[src/rtl/adc_capture_ctrl_if.sv]
// adc_capture_ctrl_if
//   Sample-stream and FIFO-write bundle between the ADC front end, the capture
//   controller and the ADC FIFO.
//   adc_valid  : 1-cycle strobe, adc_code holds a new sample
//   adc_code   : ADC sample
//   fifo_full  : FIFO full flag
//   fifo_wr_en : FIFO write enable, one cycle per written sample
//   fifo_din   : FIFO write data
//   master = capture controller, slave = ADC/FIFO side.
interface adc_capture_ctrl_if #(
  parameter int PRECISION = 10
);
  logic                 adc_valid;
  logic [PRECISION-1:0] adc_code;
  logic                 fifo_full;
  logic                 fifo_wr_en;
  logic [PRECISION-1:0] fifo_din;

  modport master (
    input  adc_valid, adc_code, fifo_full,
    output fifo_wr_en, fifo_din
  );

  modport slave (
    output adc_valid, adc_code, fifo_full,
    input  fifo_wr_en, fifo_din
  );
endinterface

[src/rtl/adc_capture_ctrl.sv]
// adc_capture_ctrl
//   Sequences ADC sample capture into the ADC FIFO. The host arms a window of
//   N samples; the block waits for a trigger, then gates FIFO writes.
//   clk, rst         : sole clock; synchronous active-high reset
//   i_start/i_abort  : 1-cycle arm / cancel pulses (abort wins over start)
//   i_sample_count   : window length, latched at start
//   i_trig_mode      : 00 immediate, 01 rising level, 10 falling level, 11 ext
//   i_trig_level     : level threshold, latched at start
//   i_ext_trig       : external trigger level, clk-synchronous
//   i_decim          : (ADC_DECIM_EN only) keep every decim-th sample
//   bus              : sample stream in, FIFO write out (registered, 1 clk)
//   o_busy/o_done    : ARMED|CAPTURE / window completed
//   o_overflow       : sticky, a sample was dropped on fifo_full
//   o_captured       : samples written this window
//   o_state_dbg      : state encoding
//   Optional feature macro: ADC_DECIM_EN
module adc_capture_ctrl #(
  parameter int PRECISION = 10,
  parameter int CNT_WIDTH = 16
) (
  input  logic                 clk,
  input  logic                 rst,
  input  logic                 i_start,
  input  logic                 i_abort,
  input  logic [CNT_WIDTH-1:0] i_sample_count,
  input  logic [1:0]           i_trig_mode,
  input  logic [PRECISION-1:0] i_trig_level,
  input  logic                 i_ext_trig,
`ifdef ADC_DECIM_EN
  input  logic [7:0]           i_decim,
`endif
  adc_capture_ctrl_if.master   bus,
  output logic                 o_busy,
  output logic                 o_done,
  output logic                 o_overflow,
  output logic [CNT_WIDTH-1:0] o_captured,
  output logic [2:0]           o_state_dbg
);
  localparam logic [2:0] S_IDLE    = 3'd0;
  localparam logic [2:0] S_ARMED   = 3'd1;
  localparam logic [2:0] S_CAPTURE = 3'd2;
  localparam logic [2:0] S_DONE    = 3'd3;

  logic [2:0]           r_state;
  logic [CNT_WIDTH-1:0] r_count, r_cnt, r_captured;
  logic [1:0]           r_mode;
  logic [PRECISION-1:0] r_level, r_prev, r_din;
  logic                 r_prev_vld, r_overflow, r_wr_en;

  logic                 w_trig, w_keep, w_take, w_write;
  logic [CNT_WIDTH-1:0] w_cnt_nxt;

`ifdef ADC_DECIM_EN
  logic [7:0] r_decim, r_ph;
  logic       w_decim_on;
  logic [7:0] w_ph_inc;
  assign w_decim_on = (r_decim > 8'd1);
  assign w_ph_inc   = r_ph + 8'd1;
  assign w_keep     = !w_decim_on || (r_ph == 8'd0);
`else
  assign w_keep = 1'b1;
`endif

  // Level modes need a previous sample; the first sample after arming only
  // primes r_prev.
  always_comb begin
    w_trig = 1'b0;
    case (r_mode)
      2'b00: w_trig = 1'b1;
      2'b01: w_trig = r_prev_vld && (r_prev < r_level) && (bus.adc_code >= r_level);
      2'b10: w_trig = r_prev_vld && (r_prev > r_level) && (bus.adc_code <= r_level);
      default: w_trig = i_ext_trig;
    endcase
  end

  // A taken sample occupies a window slot whether or not the FIFO accepts it.
  assign w_take    = !i_abort && bus.adc_valid &&
                     (((r_state == S_ARMED) && w_trig) || ((r_state == S_CAPTURE) && w_keep));
  assign w_write   = w_take && !bus.fifo_full;
  assign w_cnt_nxt = r_cnt + 1'b1;

  always_ff @(posedge clk) begin
    if (rst) begin
      r_state    <= S_IDLE;
      r_count    <= '0;
      r_cnt      <= '0;
      r_captured <= '0;
      r_mode     <= 2'b00;
      r_level    <= '0;
      r_prev     <= '0;
      r_prev_vld <= 1'b0;
      r_overflow <= 1'b0;
      r_wr_en    <= 1'b0;
      r_din      <= '0;
`ifdef ADC_DECIM_EN
      r_decim    <= 8'd0;
      r_ph       <= 8'd0;
`endif
    end else begin
      r_wr_en <= w_write;
      if (w_write) r_din <= bus.adc_code;

      case (r_state)
        S_IDLE, S_DONE: begin
          if (i_start && !i_abort) begin
            r_count    <= i_sample_count;
            r_mode     <= i_trig_mode;
            r_level    <= i_trig_level;
            r_cnt      <= '0;
            r_captured <= '0;
            r_overflow <= 1'b0;
            r_prev_vld <= 1'b0;
`ifdef ADC_DECIM_EN
            r_decim    <= i_decim;
`endif
            r_state    <= (i_sample_count == '0) ? S_DONE : S_ARMED;
          end
        end
        S_ARMED, S_CAPTURE: begin
          if (i_abort) begin
            r_state <= S_IDLE;
          end else if (bus.adc_valid) begin
            if (r_state == S_ARMED) begin
              r_prev     <= bus.adc_code;
              r_prev_vld <= 1'b1;
            end
`ifdef ADC_DECIM_EN
            // Phase restarts at the trigger so the trigger sample is kept.
            if (r_state == S_ARMED)
              r_ph <= w_decim_on ? 8'd1 : 8'd0;
            else if (w_decim_on)
              r_ph <= (w_ph_inc == r_decim) ? 8'd0 : w_ph_inc;
`endif
            if (w_take) begin
              r_cnt <= w_cnt_nxt;
              if (bus.fifo_full) r_overflow <= 1'b1;
              else               r_captured <= r_captured + 1'b1;
              r_state <= (w_cnt_nxt == r_count) ? S_DONE : S_CAPTURE;
            end
          end
        end
        default: r_state <= S_IDLE;
      endcase
    end
  end

  assign bus.fifo_wr_en = r_wr_en;
  assign bus.fifo_din   = r_din;
  assign o_busy         = (r_state == S_ARMED) || (r_state == S_CAPTURE);
  assign o_done         = (r_state == S_DONE);
  assign o_overflow     = r_overflow;
  assign o_captured     = r_captured;
  assign o_state_dbg    = r_state;
endmodule

[src/flat_wrapper.sv]
// flat-port wrapper written by rule: the top's interface ports become plain ports
module adc_capture_ctrl_flat 
#(
  parameter int PRECISION = 10,
  parameter int CNT_WIDTH = 16
)
  (clk, rst, i_start, i_abort, i_sample_count, i_trig_mode, i_trig_level, i_ext_trig, o_busy, o_done, o_overflow, o_captured, o_state_dbg, bus_adc_valid, bus_adc_code, bus_fifo_full, bus_fifo_wr_en, bus_fifo_din);
  adc_capture_ctrl_if #(.PRECISION(PRECISION)) bus_i ();
  input  logic clk;
  input  logic rst;
  input  logic i_start;
  input  logic i_abort;
  input  logic [CNT_WIDTH-1:0] i_sample_count;
  input  logic [1:0] i_trig_mode;
  input  logic [PRECISION-1:0] i_trig_level;
  input  logic i_ext_trig;
  output logic o_busy;
  output logic o_done;
  output logic o_overflow;
  output logic [CNT_WIDTH-1:0] o_captured;
  output logic [2:0] o_state_dbg;
  input wire logic [$bits(bus_i.adc_valid)-1:0] bus_adc_valid;
  input wire logic [$bits(bus_i.adc_code)-1:0] bus_adc_code;
  input wire logic [$bits(bus_i.fifo_full)-1:0] bus_fifo_full;
  output wire logic [$bits(bus_i.fifo_wr_en)-1:0] bus_fifo_wr_en;
  output wire logic [$bits(bus_i.fifo_din)-1:0] bus_fifo_din;
  assign bus_i.adc_valid = bus_adc_valid;
  assign bus_i.adc_code = bus_adc_code;
  assign bus_i.fifo_full = bus_fifo_full;
  assign bus_fifo_wr_en = bus_i.fifo_wr_en;
  assign bus_fifo_din = bus_i.fifo_din;
  adc_capture_ctrl #(.PRECISION(PRECISION), .CNT_WIDTH(CNT_WIDTH)) u_core (.clk(clk), .rst(rst), .i_start(i_start), .i_abort(i_abort), .i_sample_count(i_sample_count), .i_trig_mode(i_trig_mode), .i_trig_level(i_trig_level), .i_ext_trig(i_ext_trig), .bus(bus_i), .o_busy(o_busy), .o_done(o_done), .o_overflow(o_overflow), .o_captured(o_captured), .o_state_dbg(o_state_dbg));
endmodule
[config.mk]
export PLATFORM = sky130hd
export DESIGN_NAME = adc_capture_ctrl_flat
export DESIGN_NICKNAME = d
export VERILOG_FILES = /design/src/rtl/adc_capture_ctrl_if.sv /design/src/rtl/adc_capture_ctrl.sv /design/src/flat_wrapper.sv
export SDC_FILE = /design/constraint.sdc
export NUM_CORES = 1
export LEC_CHECK = 0
export CAP_MARGIN = 25
export CORE_MARGIN = 1.5
export CORE_UTILIZATION = 50
export CTS_BUF_LIST = sky130_fd_sc_hd__clkbuf_4 sky130_fd_sc_hd__clkbuf_8
export CTS_CLUSTER_DIAMETER = 150
export DETAILED_ROUTE_END_ITERATION = 6
export PLACE_DENSITY = 0.73
export RECOVER_POWER = 100
export SYNTH_ARGS = -nofsm -noshare
export SYNTH_HDL_FRONTEND = slang
export SYNTH_SLANG_ARGS = --single-unit
[constraint.sdc]
create_clock -name clk -period 10.5 [get_ports clk]
set_clock_uncertainty 0.2 [all_clocks]
set_input_delay 2.1 -clock clk [delete_from_list [all_inputs] [get_ports clk]]
set_output_delay 2.1 -clock clk [all_outputs]
set_load 0.02 [all_outputs]
==> results.md, run 1 <==
- Minimum clock period: 6428 ps
- XOR/XNOR Fraction of Synth Area: under 10%
- Height of the die: 97.49 µm
- EDFF count, synth: 0
- Gpl congestion: roughly 0.9
- Initial antenna violation count: 0
- Ranking of synthesized cells by area: dfxtp_1, nand2_1, ha_1, a21oi_1, xnor2_1
- Crit end category: flop
- PwrDens: 136.4 nW/µm²
- Area of the multi-input gates: about 2500 µm²
- Clock Power Share: 36.2%
- Area delta synth->final: 22.45%
- Crit-path max FO: 21
- CTS tree: built
- Die W: 97.49 µm
- R2R Setup Slk: 5960 ps
- Fin. max-slew vios: 0
- Async SR Flop Fraction: 0%
- Yosys reg bits: 85
- Worst Tran Pin Value: about 1500 ps
- Root buffer cell: clkbuf_8
- First-pass GRT wire length: around 18000 µm
- WS Path Type: in2reg
- Status: completed
- Nets@finish: roughly 700
- Clock sinks: 85
- Vias in the first global route: 3761
- Synth top area share: between 30% and 40%
- Post-synthesis adder-cell area fraction: under 10%
- Critical Path Start Type: input port
- Arrival @ worst endpoint: roughly 6500 ps
- P_int: 542.6 µW
- R2R depth: 10
- Via density: around 5.7
- Hold Path Depth: 2
- N_diodes: 0
- Required @ worst endpoint: around 11000 ps
- Seq/Total Area, Yosys: 38.12%
- Synth Area per Inst: 8.073 µm²
- Hold_buf cts: 0
- Syn nets: 625
- Die area: around 9500 µm²
- Hold path startpoint: u_core.r_prev[0]$_SDFFE_PP0P_
- Core area: a little under 9000 µm²
- Leak Pwr: about 0.0021 µW
- # rows: 34
- Main combinational cell family by area after synthesis: simple AND/OR/NAND/NOR gates
- Final hold violations: 0
- Worst-path clk slew: 80 ps
- Final HPWL DP: just under 8000 µm
- Post-CTS Setup Repair Bufs: 0
- Share of cells above drive strength 1: under 10%
- PortBufs: 76
- Synth Area in Compound Gates: a little under a fifth
- Sw Ratio: a little over a quarter
- IO Pins: 78
- Syn Inst Count: around 550
- FF/Latch Area: approximately 1700 µm²
- Total Wirelength: around 11000 µm
- Gr ovfl total: 0
- CTS Buf Count: 9
- Max-capacitance violation count: 0
- Fin crit share: between 60% and 70%
- Mux cell area share after synthesis: 2.915%
- H-tree depth: 3
- Filler Cells Inserted: roughly 800
- Slew headroom: less than 1%
- Antenna viol nets, final: 0
- Reg2Reg Launch Point: u_core.r_level[7]$_SDFFE_PP0P_
- Starting Density: between 50% and 60%
- Psw: 202.8 µW
- Finish-stage setup viols: 0
- Post-CTS sizing: 0
- YS warnings: 0
- RSZ-0062 raised after global routing: no
- Comb pwr share: around 18%
- Largest vdd supply drop: 0.07968 mV
- DRT Pass-1 Iters: 4
- HP Class: reg2reg
- Util after Layout: 62.99%
- Drc violations: 0
- Top cell type by total area after synthesis: dfxtp_1
- Clock tree buffer depth: 2
- Simple-Gate Fraction of Synth Area: 22.73%
- Hold Path End: u_core.r_prev[0]$_SDFFE_PP0P_
- Peak Freq: 155.6 MHz
- Top FF cell, synth: dfxtp_1
- Vias: slightly above 4000
- Netlist cell types: between 50 and 60
- Reg power frac: 46.2%
- Routed wire per std cell: around 15 µm
- Worst-Skew Late Latency: around 360 ps
- Largest net degree at the start of global routing: 60
- Post-Syn Area: around 4500 µm²
- Global Route Usage Sum: between 20% and 30%
- Total Neg Setup Slack: 0 ps
- Initial DRC Count: 148
- Worst reg2reg endpoint: u_core.o_captured[13]$_SDFFE_PP0P_
-- placed cells by master (no fill, tap or decap), types with 5 or more instances in the layout --
master / count
a21oi_1: 65
nor3_1: 9
nand2_1: 97
a41oi_1: 5
nand4_1: 10
ha_1: 27
nor2_1: 31
xnor2_1: 18
or3_1: 10
dfxtp_1: 85
nand2b_1: 6
clkdlybuf4s50_1: 41
dlygate4sd3_1: 34
xor2_1: 9
mux2i_1: 13
a31oi_1: 15
nor4_1: 6
nand3_1: 25
inv_1: 20
clkbuf_8: 11
o21ai_0: 15
-- cells in the mapped netlist, drive strengths merged (4+ instances only) --
cell	number
a21oi	66
nand4	10
a211oi	5
and3	4
a31oi	15
mux2i	13
o211ai	4
o2111ai	4
or3	10
nor4	6
xnor2	18
inv	20
nand3	25
nand2	97
nand2b	6
nor3	9
buf	9
dfxtp	85
nor2	31
ha	27
o21ai	16
clkbuf	23
xor2	9
a41oi	5
-- flip-flops by register name (all words and copies together) (netlist names), 2 cells and up --
signal / flops
u_core.r_prev: 10
u_core.r_count: 16
u_core.o_captured: 16
u_core.r_cnt: 16
u_core.r_level: 10
u_core.o_state_dbg: 2
u_core.bus.fifo_din: 10
u_core.r_mode: 2
-- cells by family (layout without fill, tap and decap cells) --
logic type	after synthesis	in the layout
flip-flops	85	85
multiplexers	13	13
buffers and inverters	52	117
adder cells (fa/ha/maj)	27	27
other	1	1
AO/OA/AOI/OAI	131	131
XOR/XNOR	27	27
AND/OR/NAND/NOR	217	217
-- worst max-delay path by stage --
| stage | cells after the start | end | startpoint |
|---|---|---|---|
| floorplan | 10 | u_core.o_captured[12]$_SDFFE_PP0P_ | bus_adc_code[7] |
| global placement | 10 | u_core.o_captured[13]$_SDFFE_PP0P_ | bus_adc_code[7] |
| detailed placement | 10 | u_core.r_cnt[9]$_SDFFE_PP0P_ | bus_adc_code[7] |
| CTS | 10 | u_core.r_cnt[9]$_SDFFE_PP0P_ | bus_adc_code[7] |
| global route | 10 | u_core.o_captured[14]$_SDFFE_PP0P_ | bus_adc_code[5] |
| finish | 10 | u_core.o_captured[13]$_SDFFE_PP0P_ | bus_adc_code[5] |
-- worst max-delay path, cell delays in order --
cell,delay (ps)
dlygate4sd3_1,580
ha_1,330
a21oi_1,120
o21ai_0,90
a2111oi_0,690
o2111ai_1,190
a311oi_1,820
o2111ai_1,710
or4_1,710
a21oi_1,150
-- power groups by stage --
stage / logic, µW / clock network (µW) / registers, µW
2_1_floorplan: 82.2 / 0 / 353
3_3_place_gp: 131 / 0 / 352
3_5_place_dp: 134 / 0 / 352
4_1_cts: 135 / 275 / 344
5_1_grt: 146 / 293 / 346
6_report: 131 / 270 / 344
-- final cells by class --
class | count | area share (%)
flip-flops and latches | 85 | 31.13
multi-input cells | 416 | 46.21
clock buffers | 13 | 3.044
clock inverters | 3 | 1.236
well taps | 108 | 2.472
inverters | 20 | 1.373
repair buffers | 81 | 14.53
-- metrics by stage --
stage	area [µm²]	power (µW)	std cells	hold slack, ps	setup WS, ps
finish	5466	745.4	726	260.1	4072
floorplan	4464	434.8	553	236.3	5676
CTS	5492	755.1	725	262.8	5034
global route	5466	784.5	726	286.1	3649
global placement	5246	482.8	708	244.6	4800
detailed placement	5258	486.5	709	251.8	4657
-- metal layers --
layer | track usage, % | wire [µm] | vias up
met2 | 36.00 | 4866 | 117
met5 | 0 | 0 | -
met3 | 4.892 | 619 | 10
li1 | - | - | 2072
met1 | 31.94 | 5221 | 1914
met4 | 7.033 | 114 | 0
Power figures use the tool's default switching activity.
==> run 2, diff against run 1 <==
--- a/config.mk
+++ b/config.mk
@@ -11,7 +11,7 @@
 export CTS_BUF_LIST = sky130_fd_sc_hd__clkbuf_4 sky130_fd_sc_hd__clkbuf_8
 export CTS_CLUSTER_DIAMETER = 150
 export DETAILED_ROUTE_END_ITERATION = 6
-export PLACE_DENSITY = 0.73
+export PLACE_DENSITY = 0.76
 export RECOVER_POWER = 100
 export SYNTH_ARGS = -nofsm -noshare
 export SYNTH_HDL_FRONTEND = slang
==> constraint.sdc (replaced) <==
create_clock -name clk -period 5.8 [get_ports clk]
set_clock_uncertainty 0.2 [all_clocks]
set_input_delay 1.16 -clock clk [delete_from_list [all_inputs] [get_ports clk]]
set_output_delay 1.16 -clock clk [all_outputs]
set_load 0.02 [all_outputs]
==> run 2 against run 1 <==
Critical path depth unchanged. Via count up 0.12%. Register-to-register slack worse by 4300 ps. Non-clock buffer count is the same. Critical path type unchanged. Die area did not move. Core utilization increased by 0.087 points. Global-route usage is 0.17 points lower. Largest power group unchanged. Sequential share of layout area about the same. Clock power grew 78%.
==> results.md, run 2 (same netlist as run 1, synthesis figures left out) <==
- Final HPWL DP: 7910 µm (was 7905 µm)
- Starting Density: 51.44% (unchanged)
- Post-CTS Setup Repair Bufs: 0 (unchanged)
- Commonest non-fill, non-tap cell in the layout: nand2_1 (unchanged)
- Drc violations: 0 (unchanged)
- Clock tree buffer depth: 2 (unchanged)
- Routed wire per std cell: 14.93 µm (was 14.90 µm)
- Critical Path Start Type: input port (unchanged)
- Share of cells above drive strength 1: 4.531% (was 4.207%)
- Post-CTS sizing: 0 (unchanged)
- Global Route Usage Sum: 22.88% (was 23.05%)
- IO Pins: 78 (unchanged)
- Required @ worst endpoint: 5820 ps (was 10580 ps)
- Die area: 9504 µm² (unchanged)
- Slew headroom: 5.325% (was 0.8839%)
- Finish-stage setup viols: 0 (unchanged)
- Fin crit share: 86.64%
- Largest net degree at the start of global routing: 60 (unchanged)
- Clock sinks: 85 (unchanged)
- First-pass GRT wire length: 17850 µm (was 17910 µm)
- Area of the multi-input gates: 2539 µm² (was 2526 µm²)
- Arrival @ worst endpoint: 5050 ps (was 6500 ps)
- Leak Pwr: 0.002105 µW (was 0.002101 µW)
- Nets@finish: 685 (unchanged)
- Gr ovfl total: 0 (unchanged)
- Worst-Skew Late Latency: 370 ps (was 360 ps)
- Initial DRC Count: 182 (was 148)
- Total Neg Setup Slack: 0 ps (unchanged)
- Root buffer cell: clkbuf_8 (unchanged)
- CTS tree: built (unchanged)
- Initial antenna violation count: 0 (unchanged)
- Fin. max-slew vios: 0 (unchanged)
- CTS Buf Count: 9 (unchanged)
- Antenna viol nets, final: 0 (unchanged)
- Peak Freq: 199.0 MHz
- RSZ-0062 raised after global routing: no (unchanged)
- Vias: 4118 (was 4113)
- Max-capacitance violation count: 0 (unchanged)
- PortBufs: 76 (unchanged)
- Hold_ws: 261.8 ps (was 260.1 ps)
- N_diodes: 0 (unchanged)
- DRT Pass-1 Iters: 4 (unchanged)
- Core area: 8678 µm² (unchanged)
- Via density: 5.672 (was 5.665)
- Height of the die: 97.49 µm (unchanged)
- # rows: 34 (unchanged)
- WS Path Type: in2reg (unchanged)
- HP Class: reg2reg (unchanged)
- Largest vdd supply drop: 0.1285 mV (was 0.07968 mV)
- PwrDens: 245.9 nW/µm² (was 136.4 nW/µm²)
- Hold_buf cts: 0 (unchanged)
- Worst-path clk slew: 80 ps (about the same)
- Vias in the first global route: 3810 (was 3761)
- Total Wirelength: 10840 µm (was 10820 µm)
- Area delta synth->final: 22.62% (was 22.45%)
- Die W: 97.49 µm (unchanged)
- Minimum clock period: between 5000 and 6000 ps
- FF/Latch Area: 1702 µm² (unchanged)
- Commonest cells after routing, fill and taps aside: nand2_1, dfxtp_1, a21oi_1, clkdlybuf4s50_1, dlygate4sd3_1 (unchanged)
- H-tree depth: 3 (unchanged)
- Final hold violations: 0 (unchanged)
- Worst Tran Pin Value: 1420 ps (was 1487 ps)
- Filler Cells Inserted: 786 (was 795)
- Status: completed (unchanged)
- Gpl congestion: 0.8667 (was 0.8980)
- Crit-path max FO: 14 (was 21)
- Crit end category: flop (unchanged)
-- run 2: changes by cell type in the layout (fill, tap and decap cells not counted) --
cell / delta
o2111ai_1: -1
clkinvlp_4: -1
clkbuf_4: -1
a2111oi_0: -1
o2111ai_2: +1
clkinv_2: +2
a2111oi_2: +1
clkdlybuf4s50_1: +1
dlygate4sd3_1: -1
-- run 2: stage by stage --
stage / util [%] / setup slack (ps) / cells / power, µW / instance area [µm²]
4_1_cts: 63.18 / 1232 / 725 / 1351 / 5483
3_5_place_dp: 60.54 / 865.7 / 709 / 880.6 / 5254
5_1_grt: 63.08 / 543.3 / 726 / 1403 / 5474
3_3_place_gp: 60.54 / 1028 / 709 / 873.3 / 5254
2_1_floorplan: - / 1916 / 553 / 787.1 / 4464
6_report: 63.08 / 774.7 / 726 / 1346 / 5474
-- run 2: power by group --
group          total [µW]  internal, µW  leakage (µW)  switching (µW)
registers             623           605      0.000688            17.5
logic                 242           102       0.00130             140
clock network         481           270      0.000120             211
total                1350           977       0.00210             369
-- run 2: path summary, 6_finish.rpt --
path,from,to,slack [ps],cells after the start
max,bus_adc_code[7],u_core.r_cnt[11]$_SDFFE_PP0P_,770,10
min,u_core.r_level[9]$_SDFFE_PP0P_,u_core.r_level[9]$_SDFFE_PP0P_,260,2
max reg2reg,u_core.r_level[5]$_SDFFE_PP0P_,u_core.r_cnt[11]$_SDFFE_PP0P_,1640,10
min reg2reg,u_core.r_level[9]$_SDFFE_PP0P_,u_core.r_level[9]$_SDFFE_PP0P_,260,2
-- run 2: layer usage --
metal	GRT usage (%)	wire length (µm)	vias to the layer above	part of all wire [%]
met1	30.58	5141	1907	47
met4	7.582	205	0	1.9
met2	36.54	4896	122	45
li1	-	-	2070	-
met5	0	0	-	0
met3	5.180	593	19	5.5
-- run 2: worst max-delay path, stage by stage --
cell	delay, ps
clkdlybuf4s50_1	450
ha_1	360
a211oi_2	230
nor2_1	80
a2111oi_2	440
o2111ai_1	170
a311oi_1	870
o211ai_1	550
nand2_1	580
a31oi_1	170
-- run 2: layout make-up --
cell class	instances	area share [%]
Multi-Input combinational cell	416	46.38
Inverter	20	1.371
Sequential cell	85	31.09
Tap cell	108	2.469
Clock inverter	4	1.280
Timing Repair Buffer	81	14.51
Clock buffer	12	2.903
==> run 3, diff against run 2 <==
--- a/config.mk
+++ b/config.mk
@@ -5,13 +5,14 @@
 export SDC_FILE = /design/constraint.sdc
 export NUM_CORES = 1
 export LEC_CHECK = 0
+export ABC_CLOCK_PERIOD_IN_PS = 5300
 export CAP_MARGIN = 25
 export CORE_MARGIN = 1.5
-export CORE_UTILIZATION = 50
+export CORE_UTILIZATION = 33
 export CTS_BUF_LIST = sky130_fd_sc_hd__clkbuf_4 sky130_fd_sc_hd__clkbuf_8
 export CTS_CLUSTER_DIAMETER = 150
 export DETAILED_ROUTE_END_ITERATION = 6
-export PLACE_DENSITY = 0.76
+export PLACE_DENSITY = 0.51
 export RECOVER_POWER = 100
 export SYNTH_ARGS = -nofsm -noshare
 export SYNTH_HDL_FRONTEND = slang
==> constraint.sdc (replaced) <==
create_clock -name clk -period 5.3 [get_ports clk]
set_clock_uncertainty 0.2 [all_clocks]
set_input_delay 1.06 -clock clk [delete_from_list [all_inputs] [get_ports clk]]
set_output_delay 1.06 -clock clk [all_outputs]
set_load 0.02 [all_outputs]
==> run 3 against run 2 <==
Sequential share of layout area is 0.47 points lower. Worst setup slack worse by 44 ps. Via count is 1.8% lower. Sequential power is 9.8% higher. Global-route usage is 6.3 points lower. Largest power group unchanged. Combinational power is 9.5% higher. Wire length is 6.4% higher. Cell area is 1.5% higher. Flip-flop and latch count stayed put. Count of clock-buffer cells in the layout is 2 lower. Core utilization is 21 points lower.
==> results.md, run 3 (same netlist as run 1, synthesis figures left out) <==
- Worst reg2reg endpoint: u_core.o_captured[12]$_SDFFE_PP0P_ (was u_core.r_cnt[11]$_SDFFE_PP0P_)
- Status: completed (unchanged)
- Reg power frac: 46.7% (was 46.3%)
- Area delta synth->final: 24.50% (was 22.62%)
- Commonest cells after routing, fill and taps aside: nand2_1, dfxtp_1, a21oi_1, clkdlybuf4s50_1, dlygate4sd3_1 (unchanged)
- Vias in the first global route: 3687 (was 3810)
- CTS tree: built (unchanged)
- Worst-path clk slew: 90 ps (was 80 ps)
- Die W: 119.3 µm (was 97.49 µm)
- Cell Area, Placed: 5361 µm² (was 5254 µm²)
- Global Route Usage Sum: 16.54% (was 22.88%)
- Crit-path max FO: 21 (was 14)
- R2R depth: 10 (unchanged)
- PwrDens: 263.4 nW/µm² (was 245.9 nW/µm²)
- Required @ worst endpoint: 5410 ps (was 5820 ps)
- Gpl congestion: 0.8447 (was 0.8667)
- Share of cells above drive strength 1: 4.509% (was 4.531%)
- Clock sinks: 85 (unchanged)
- Hold_buf cts: 0 (unchanged)
- Leak Pwr: 0.002102 µW (was 0.002105 µW)
- Commonest non-fill, non-tap cell in the layout: nand2_1 (unchanged)
- # rows: 42 (was 34)
- CP max-delay cell: or4_1 (was a311oi_1)
- Non-Filler Instances: 797 (was 726)
- Final instance area: 5558 µm² (was 5474 µm²)
- Minimum clock period: around 4600 ps
- Cell count after placement: 780 (was 709)
- Worst path depth: 10 (unchanged)
- Crit end category: flop (unchanged)
- Reg2Reg Launch Point: u_core.r_level[7]$_SDFFE_PP0P_ (was u_core.r_level[5]$_SDFFE_PP0P_)
- Total Wirelength: 11540 µm (was 10840 µm)
- Critical Path Start Type: input port (unchanged)
- Root buffer cell: clkbuf_8 (unchanged)
- N_diodes: 0 (unchanged)
- Largest vdd supply drop: 0.1073 mV (was 0.1285 mV)
- Starting Density: 33.71% (was 51.44%)
- PortBufs: 76 (unchanged)
- Nets@finish: 688 (was 685)
- Util after Layout: 41.97% (was 63.08%)
- Fin crit share: 86.22%
- Arrival @ worst endpoint: 4680 ps (was 5050 ps)
- Height of the die: 119.3 µm (was 97.49 µm)
- Post-CTS sizing: 0 (unchanged)
- Drc violations: 0 (unchanged)
- RSZ-0062 raised after global routing: no (unchanged)
- Via density: 5.075 (was 5.672)
- Clock tree buffer depth: 2 (unchanged)
- Slew headroom: 2.295% (was 5.325%)
- Worst Tran Pin Value: 1466 ps (was 1420 ps)
- Initial DRC Count: 297 (was 182)
- HP Class: reg2reg (unchanged)
- Routed wire per std cell: 14.47 µm (was 14.93 µm)
- Clock Power Share: 35.2% (was 35.7%)
- Peak Freq: about 220 MHz
- IO Pins: 78 (unchanged)
- R2R Setup Slk: 1480 ps (was 1640 ps)
- Hold_ws: 262.1 ps (was 261.8 ps)
- CTS Buf Count: 9 (unchanged)
- WP buf/inv: 1 (unchanged)
- Post-CTS Setup Repair Bufs: 0 (unchanged)
- DRT Pass-1 Iters: 4 (unchanged)
- Total Neg Setup Slack: 0 ps (unchanged)
- Max incr delay on CP: 640 ps (was 870 ps)
- H-tree depth: 3 (unchanged)
- Finish-stage setup viols: 0 (unchanged)
- Initial antenna violation count: 0 (unchanged)
- Largest net degree at the start of global routing: 48 (was 60)
- CP delay by family, top: compound AO/OA/AOI/OAI gates (unchanged)
- Sw Ratio: 28.69% (was 27.42%)
- Vias: 4045 (was 4118)
- Worst-Skew Late Latency: 380 ps (was 370 ps)
- Comb pwr share: 18.1% (was 18.0%)
- Psw: 420.0 µW (was 369.0 µW)
- P_int: 1044 µW (was 976.9 µW)
- Fin. max-slew vios: 0 (unchanged)
- First-pass GRT wire length: 18530 µm (was 17850 µm)
- CP cell instances: clkdlybuf4s50_1 -> ha_1 -> a211oi_1 -> nor2_1 -> a2111oi_0 -> o2111ai_1 -> a311oi_4 -> o2111ai_2 -> or4_1 -> a21oi_1 (was clkdlybuf4s50_1 -> ha_1 -> a211oi_2 -> nor2_1 -> a2111oi_2 -> o2111ai_1 -> a311oi_1 -> o211ai_1 -> nand2_1 -> a31oi_1)
- Worst Setup SP: bus_adc_code[7] (unchanged)
- WS Path Type: in2reg (unchanged)
- Crit path capture: u_core.o_captured[12]$_SDFFE_PP0P_ (was u_core.r_cnt[11]$_SDFFE_PP0P_)
- Final HPWL DP: 8554 µm (was 7910 µm)
- Gr ovfl total: 0 (unchanged)
- Core area: 13240 µm² (was 8678 µm²)
- Die area: 14230 µm² (was 9504 µm²)
- Antenna viol nets, final: 0 (unchanged)
- Max-capacitance violation count: 0 (unchanged)
- Final hold violations: 0 (unchanged)
run 3: cell count changes in the layout (fill, tap and decap cells not counted), sizes merged:
cell	previous run	this run
clkinv	2	4
buf	3	4
run 3: per-layer routing:
layer | up-vias | global-route usage (%) | share of wire [%]
li1 | 2091 | - | -
met1 | 1838 | 23.96 | 53
met2 | 95 | 23.63 | 41
met3 | 21 | 3.305 | 4.4
met4 | 0 | 7.217 | 2.2
met5 | - | 0 | 0
run 3: power by group through the flow:
| stage | logic (µW) | clock network [µW] | registers (µW) |
|---|---|---|---|
| finish | 265 | 515 | 684 |
| global route | 294 | 555 | 688 |
| CTS | 275 | 533 | 685 |
| detailed placement | 274 | 0 | 700 |
| global placement | 272 | 0 | 699 |
| floorplan | 163 | 0 | 699 |
run 3: through the flow:
| stage | worst slack (ps) | total power (µW) |
|---|---|---|
| 2_1_floorplan | 1516 | 861.3 |
| 6_report | 730.3 | 1464 |
| 3_3_place_gp | 636.4 | 970.5 |
| 5_1_grt | 367.5 | 1537 |
| 4_1_cts | 966.7 | 1493 |
| 3_5_place_dp | 554.3 | 973.5 |
run 3: how the worst min path moves through the flow:
stage                                        start                             end  slack [ps]  cells after the start
global route        u_core.r_level[6]$_SDFFE_PP0P_  u_core.r_level[6]$_SDFFE_PP0P_         290                      2
global placement    u_core.r_level[3]$_SDFFE_PP0P_  u_core.r_level[3]$_SDFFE_PP0P_         250                      2
finish              u_core.r_level[6]$_SDFFE_PP0P_  u_core.r_level[6]$_SDFFE_PP0P_         260                      2
floorplan           u_core.r_level[1]$_SDFFE_PP0P_  u_core.r_level[1]$_SDFFE_PP0P_         240                      2
CTS                 u_core.r_level[6]$_SDFFE_PP0P_  u_core.r_level[6]$_SDFFE_PP0P_         260                      2
detailed placement  u_core.r_level[6]$_SDFFE_PP0P_  u_core.r_level[6]$_SDFFE_PP0P_         250                      2
run 3: layout make-up:
cell class	count	area (µm²)
Clock buffer	10	131.4
Clock inverter	6	87.58
Fill cell	1363	7685
Inverter	20	75.07
Multi-Input combinational cell	416	2545
Sequential cell	85	1702
Tap cell	176	220.2
Timing Repair Buffer	84	797.0
run 3: worst reg2reg max path, stage by stage (launching register included):
cell	delay, ps
dfxtp_1	350
inv_1	70
ha_1	310
a211oi_1	250
nor2_1	70
a2111oi_0	580
o2111ai_1	250
a311oi_4	440
o2111ai_2	440
or4_1	640
a21oi_1	140
==> patch 1, RTL diff (config.mk and constraints of run 2) <==
Reset style: asynchronous (`rst`), changed in one clocked block. Comments in the files are not updated.
--- a/src/rtl/adc_capture_ctrl.sv
+++ b/src/rtl/adc_capture_ctrl.sv
@@ -80,5 +80,5 @@
   assign w_cnt_nxt = r_cnt + 1'b1;
 
-  always_ff @(posedge clk) begin
+  always_ff @(posedge clk or posedge rst) begin
     if (rst) begin
       r_state    <= S_IDLE;
Function: differs if rst is asserted again (counterexample within 4 cycles, from zero or initial values and one cycle with rst high); with rst held inactive, the same outputs for 4 cycles.
==> patch 1 against run 2 <==
  * The run now ends with max-capacitance violations, max-slew violations left
  * Final area increased by 5.0%
  * Sequential cell count unchanged
  * Synthesized area is 5.5% higher
  * Worst hold slack better by 31 ps
  * Setup slack better by 610 ps
  * Critical path type unchanged
  * Routed wire length is 4.8% lower
Power is not compared: it rests on default switching activity, and its combinational part moved more than twofold at a synthesized area within 25%.
==> patch 1: results (changes against run 2) <==
{| class="wikitable"
! Metric !! Value
|-
| Global-route wire length before repair || 17.3 mm (-3.0%)
|-
| R2R Setup Slk || 1920 ps (+280 ps)
|-
| Max incr delay on CP || 730 ps (-140 ps)
|-
| Max_cap viols || 2 (+2)
|-
| Number of cells traversed by the worst register-to-register path || 5 (-5)
|-
| GR Util met2 || 36.2% (-0.33 points)
|-
| RePlAce Congestion || 0.888 (+2.4%)
|-
| Placed cell count || 678 (-4.4%)
|-
| Cell types occupying the most area after synthesis || sky130_fd_sc_hd__dfrtp_1 45%, sky130_fd_sc_hd__nand2_1 9.6%, sky130_fd_sc_hd__ha_1 7.2%
|-
| Via count of the routed design || 3873 (-5.9%)
|-
| Nets@finish || 650 (-5.1%)
|-
| Result of the run || finished with violations
|-
| Global-route met3 utilization || 3.13% (-2.0 points)
|-
| Routed length on met2 || 4.95 mm (+1.2%)
|-
| Share of async-settable or async-resettable flops after synthesis || 100% (+100 points)
|-
| Fraction of met1 tracks used by global routing || 28.2% (-2.4 points)
|-
| CP delay by family, top || buffers and inverters
|-
| Max FO, Critical Path || 18 (+4)
|-
| Minimum setup slack after placement || 1360 ps (+493 ps)
|-
| Half-perimeter wire length after placement || 7.60 mm (-3.9%)
|-
| Wire length the detailed router placed on met1 || 4.80 mm (-6.7%)
|-
| Avg Vias per Cell || 5.58 (-1.6%)
|-
| Actual slew at the worst max-slew pin || 2300 ps (+883 ps)
|-
| Proportion of synthesized chip area in sequential cells || 45.1% (+7.0 points)
|-
| Fill cell total of the finished layout || 807 (+2.7%)
|-
| Clock Latency Late Sink || 350 ps (-20 ps)
|-
| Final clock period utilization by the worst path || 76.2% (-10 points)
|-
| Post-DR wirelength/cell || 14.9 µm (-0.46%)
|-
| CP startpoint || bus_adc_code[8]
|-
| Source of the worst hold timing path || u_core.r_prev[0]
|-
| Failing checks || max-capacitance violations, max-slew violations
|-
| Drt first pass iters || 5 (+1)
|-
| Final-report max-slew violation count || 89 (+89)
|-
| Worst path slowest cell || sky130_fd_sc_hd__clkbuf_1
|-
| Top cells by instance count after synthesis || 120 x sky130_fd_sc_hd__nand2_1, 85 x sky130_fd_sc_hd__dfrtp_1, 27 x sky130_fd_sc_hd__ha_1, 27 x sky130_fd_sc_hd__o21ai_0, 24 x sky130_fd_sc_hd__inv_1
|-
| Layout cell share with drive strength beyond 1 || 7.89% (+3.4 points)
|-
| Worst endpoint data arrival time || 4460 ps (-590 ps)
|}
==> patch 1: cell types whose count changed after synthesis, sizes merged, moves of 10 or more <==
cell | before | now
a21oi | 66 | 22
a31oi | 15 | 2
o21ai | 16 | 29
nand3 | 25 | 15
nor2 | 31 | 15
dfxtp | 85 | 0
nand2 | 97 | 120
mux2 | 0 | 20
dfrtp | 0 | 85
==> patch 1: area by class of cell <==
class                      instances  area, µm²  area share (%)
multi-input combinational        377       2410            41.9
clock inverter                     4       48.8           0.849
sequential                        85       2130            37.0
inverter                          24       91.3            1.59
timing repair buffer              81        785            13.7
tap                              111        139            2.42
clock buffer                      12        146            2.55
==> patch 1: kinds of logic after synthesis <==
logic type / Yosys count / share of synthesized area (%)
other: 1 / 0.0796
multiplexers: 36 / 8.18
AO/OA/AOI/OAI: 80 / 10.5
AND/OR/NAND/NOR: 206 / 20.0
buffers and inverters: 46 / 3.85
adder cells (fa/ha/maj): 27 / 7.17
flip-flops: 85 / 45.1
XOR/XNOR: 27 / 5.02
==> patch 1: how the worst min path moves through the flow <==
stage | slack [ps] | to
3_5_place_dp | 280 | u_core.r_prev[0]
5_1_grt | 310 | u_core.bus.fifo_din[8]
6_report | 290 | u_core.r_prev[0]
3_3_place_gp | 270 | u_core.r_prev[0]
4_1_cts | 290 | u_core.r_prev[0]
2_1_floorplan | 250 | u_core.r_prev[0]
==> patch 1: power by group through the flow <==
stage / Sequential [mW] / Combinational, mW / Clock (mW)
2_1_floorplan: 0.953 / 0.664 / 0
3_3_place_gp: 0.914 / 1.01 / 0
3_5_place_dp: 0.922 / 1.04 / 0
4_1_cts: 0.911 / 1.05 / 0.425
5_1_grt: 0.934 / 1.15 / 0.445
6_report: 0.909 / 1.02 / 0.420
==> patch 2, RTL diff (settings of run 2) <==
Made on the original files. `PRECISION` is set to 10 in 3 places; all go to 12.
--- a/src/rtl/adc_capture_ctrl_if.sv
+++ b/src/rtl/adc_capture_ctrl_if.sv
@@ -9,5 +9,5 @@
 //   master = capture controller, slave = ADC/FIFO side.
 interface adc_capture_ctrl_if #(
-  parameter int PRECISION = 10
+  parameter int PRECISION = 12
 );
   logic                 adc_valid;
--- a/src/rtl/adc_capture_ctrl.sv
+++ b/src/rtl/adc_capture_ctrl.sv
@@ -16,5 +16,5 @@
 //   Optional feature macro: ADC_DECIM_EN
 module adc_capture_ctrl #(
-  parameter int PRECISION = 10,
+  parameter int PRECISION = 12,
   parameter int CNT_WIDTH = 16
 ) (
--- a/src/flat_wrapper.sv
+++ b/src/flat_wrapper.sv
@@ -2,5 +2,5 @@
 module adc_capture_ctrl_flat 
 #(
-  parameter int PRECISION = 10,
+  parameter int PRECISION = 12,
   parameter int CNT_WIDTH = 16
 )
Ports: changed (resized bus_adc_code, bus_fifo_din and i_trig_level); port bits go from 78 to 84. The function was not compared with the original's and may differ.
==> patch 2 against run 2 <==
  * Final area up 14%
  * Synthesized area up 16%
  * Sequential cell count up 6
  * Register-to-register slack better by 490 ps
  * Setup slack better by 350 ps
  * Synthesized cell count up 19%
  * Routed wire length up 27%
Power is not compared: it rests on default switching activity, and its combinational part moved more than twofold at a synthesized area within 25%.
==> patch 2: results (changes against run 2) <==
{| class="wikitable"
! Metric !! Value
|-
| Drt first pass iters || 5 (+1)
|-
| Number of design-rule violations left by the first detailed-router iteration || 291 (+60%)
|-
| Vias in the first global route || 4770 (+25%)
|-
| Post-synth cell types || 66 (+25%)
|-
| Buffers from clock root to sink, at most || 2 (unchanged)
|-
| Half-perimeter wire length after placement || 10.3 mm (+30%)
|-
| Worst hold path cell count || 2 (unchanged)
|-
| Post-DR wirelength/cell || 16.2 µm (+8.5%)
|-
| Total GRT Usage || 26.3% (+3.4 points)
|-
| Number of buffers inserted by port buffering || 82 (+7.9%)
|-
| Pin count of the biggest net entering global routing || 55 (-8.3%)
|-
| Number of clock buffers inserted by TritonCTS || 9 (unchanged)
|-
| Result of the run || complete, no violations
|-
| R2R Path Start || u_core.r_level[9]
|-
| Global-route wire length before repair || 23.3 mm (+30%)
|-
| Buffers inserted by post-CTS timing repair || 0 (unchanged)
|-
| CP startpoint || bus_adc_code[3]
|-
| Share of async-settable or async-resettable flops after synthesis || 0% (unchanged)
|-
| Layout cell share with drive strength beyond 1 || 6.69% (+2.2 points)
|-
| Level count of the clock H-tree || 3 (unchanged)
|-
| Via count of the routed design || 5035 (+22%)
|-
| Source of the worst hold timing path || u_core.r_level[2]
|-
| Proportion of synthesized chip area in sequential cells || 35.1% (-3.0 points)
|-
| Initial antenna violation count || 0 (unchanged)
|-
| Nets@finish || 793 (+16%)
|-
| Top cells by instance count after synthesis || 124 x sky130_fd_sc_hd__nand2_1, 91 x sky130_fd_sc_hd__dfxtp_1, 76 x sky130_fd_sc_hd__a21oi_1
|-
| RePlAce Congestion || 0.904 (+4.3%)
|-
| Max FO, Critical Path || 17 (+3)
|-
| CTS resizes || 0 (unchanged)
|-
| Total nets after synthesis || 736 (+18%)
|-
| Cell types occupying the most area after synthesis || sky130_fd_sc_hd__dfxtp_1 35%, sky130_fd_sc_hd__nand2_1 9.0%, sky130_fd_sc_hd__ha_1 7.5%
|-
| Clock Root Buffer || sky130_fd_sc_hd__clkbuf_8
|-
| Switching part of the total power || 35.9%
|-
| Worst endpoint data arrival time || 4740 ps (-310 ps)
|-
| Relative max-transition margin || 1.30% (-4.0 points)
|}
-- patch 2: kinds of logic (layout without fill, tap and decap cells) --
| logic type | Yosys count | count (layout) | share of synthesized area, % |
|---|---|---|---|
| compound gates | 159 | 159 | 19.7 |
| xor+xnor | 18 | 18 | 3.03 |
| fa+ha+maj | 31 | 31 | 7.47 |
| buf+inv | 63 | 124 | 5.66 |
| flops | 91 | 91 | 35.1 |
| mux | 13 | 13 | 2.60 |
| other cells | 1 | 1 | 0.0722 |
| simple gates | 280 | 280 | 26.4 |
-- patch 2: area by class of cell --
type | count | area, µm²
Fill cell | 929 | 3950
Timing Repair Buffer | 87 | 843
Inverter | 22 | 82.6
Multi-Input combinational cell | 502 | 3080
Tap cell | 136 | 170
Clock inverter | 5 | 103
Clock buffer | 10 | 131
Sequential cell | 91 | 1820
-- patch 2: path summary, 6_finish.rpt --
kind,slack [ps],to
worst max-delay path,1120,u_core.r_cnt[15]
worst min-delay path,260,u_core.r_level[2]
worst min register to register,260,u_core.r_level[2]
worst max register to register,2130,u_core.r_cnt[15]
-- patch 2: power groups by stage --
stage          clock, mW  combinational (mW)  sequential, mW
3_5_place_dp           0               0.616           0.727
5_1_grt            0.553               0.681           0.718
6_report           0.514               0.613           0.711
4_1_cts            0.522               0.621           0.712
2_1_floorplan          0               0.454           0.727
3_3_place_gp           0               0.603           0.724
-- patch 2: worst max-delay path: stages --
cell and delay, ps:
sky130_fd_sc_hd__dlygate4sd3_1 590, sky130_fd_sc_hd__ha_1 330, sky130_fd_sc_hd__a21oi_1 130, sky130_fd_sc_hd__o21ai_0 180, sky130_fd_sc_hd__a2111oi_4 490, sky130_fd_sc_hd__mux2i_1 360, sky130_fd_sc_hd__clkbuf_1 680, sky130_fd_sc_hd__a21oi_1 370
sky130_fd_sc_hd__a221o_1 440
-- patch 2: layer usage --
layer,track usage [%],share of wire [%]
met4,9.59,2.0
met5,0,0
met1,36.0,46
met2,41.0,45
met3,5.24,6.8
-- patch 2: metrics by stage --
| step | util, % | instance area, µm² | hold WS (ps) | cells | worst slack (ps) |
|---|---|---|---|---|---|
| CTS | 61.3 | 6240 | 260 | 853 | 1890 |
| floorplan | - | 5190 | 236 | 656 | 2260 |
| global route | 61.2 | 6230 | 285 | 853 | 901 |
| finish | 61.2 | 6230 | 258 | 853 | 1120 |
| detailed placement | 59.0 | 6010 | 248 | 838 | 1510 |
| global placement | 59.0 | 6000 | 245 | 837 | 1570 |
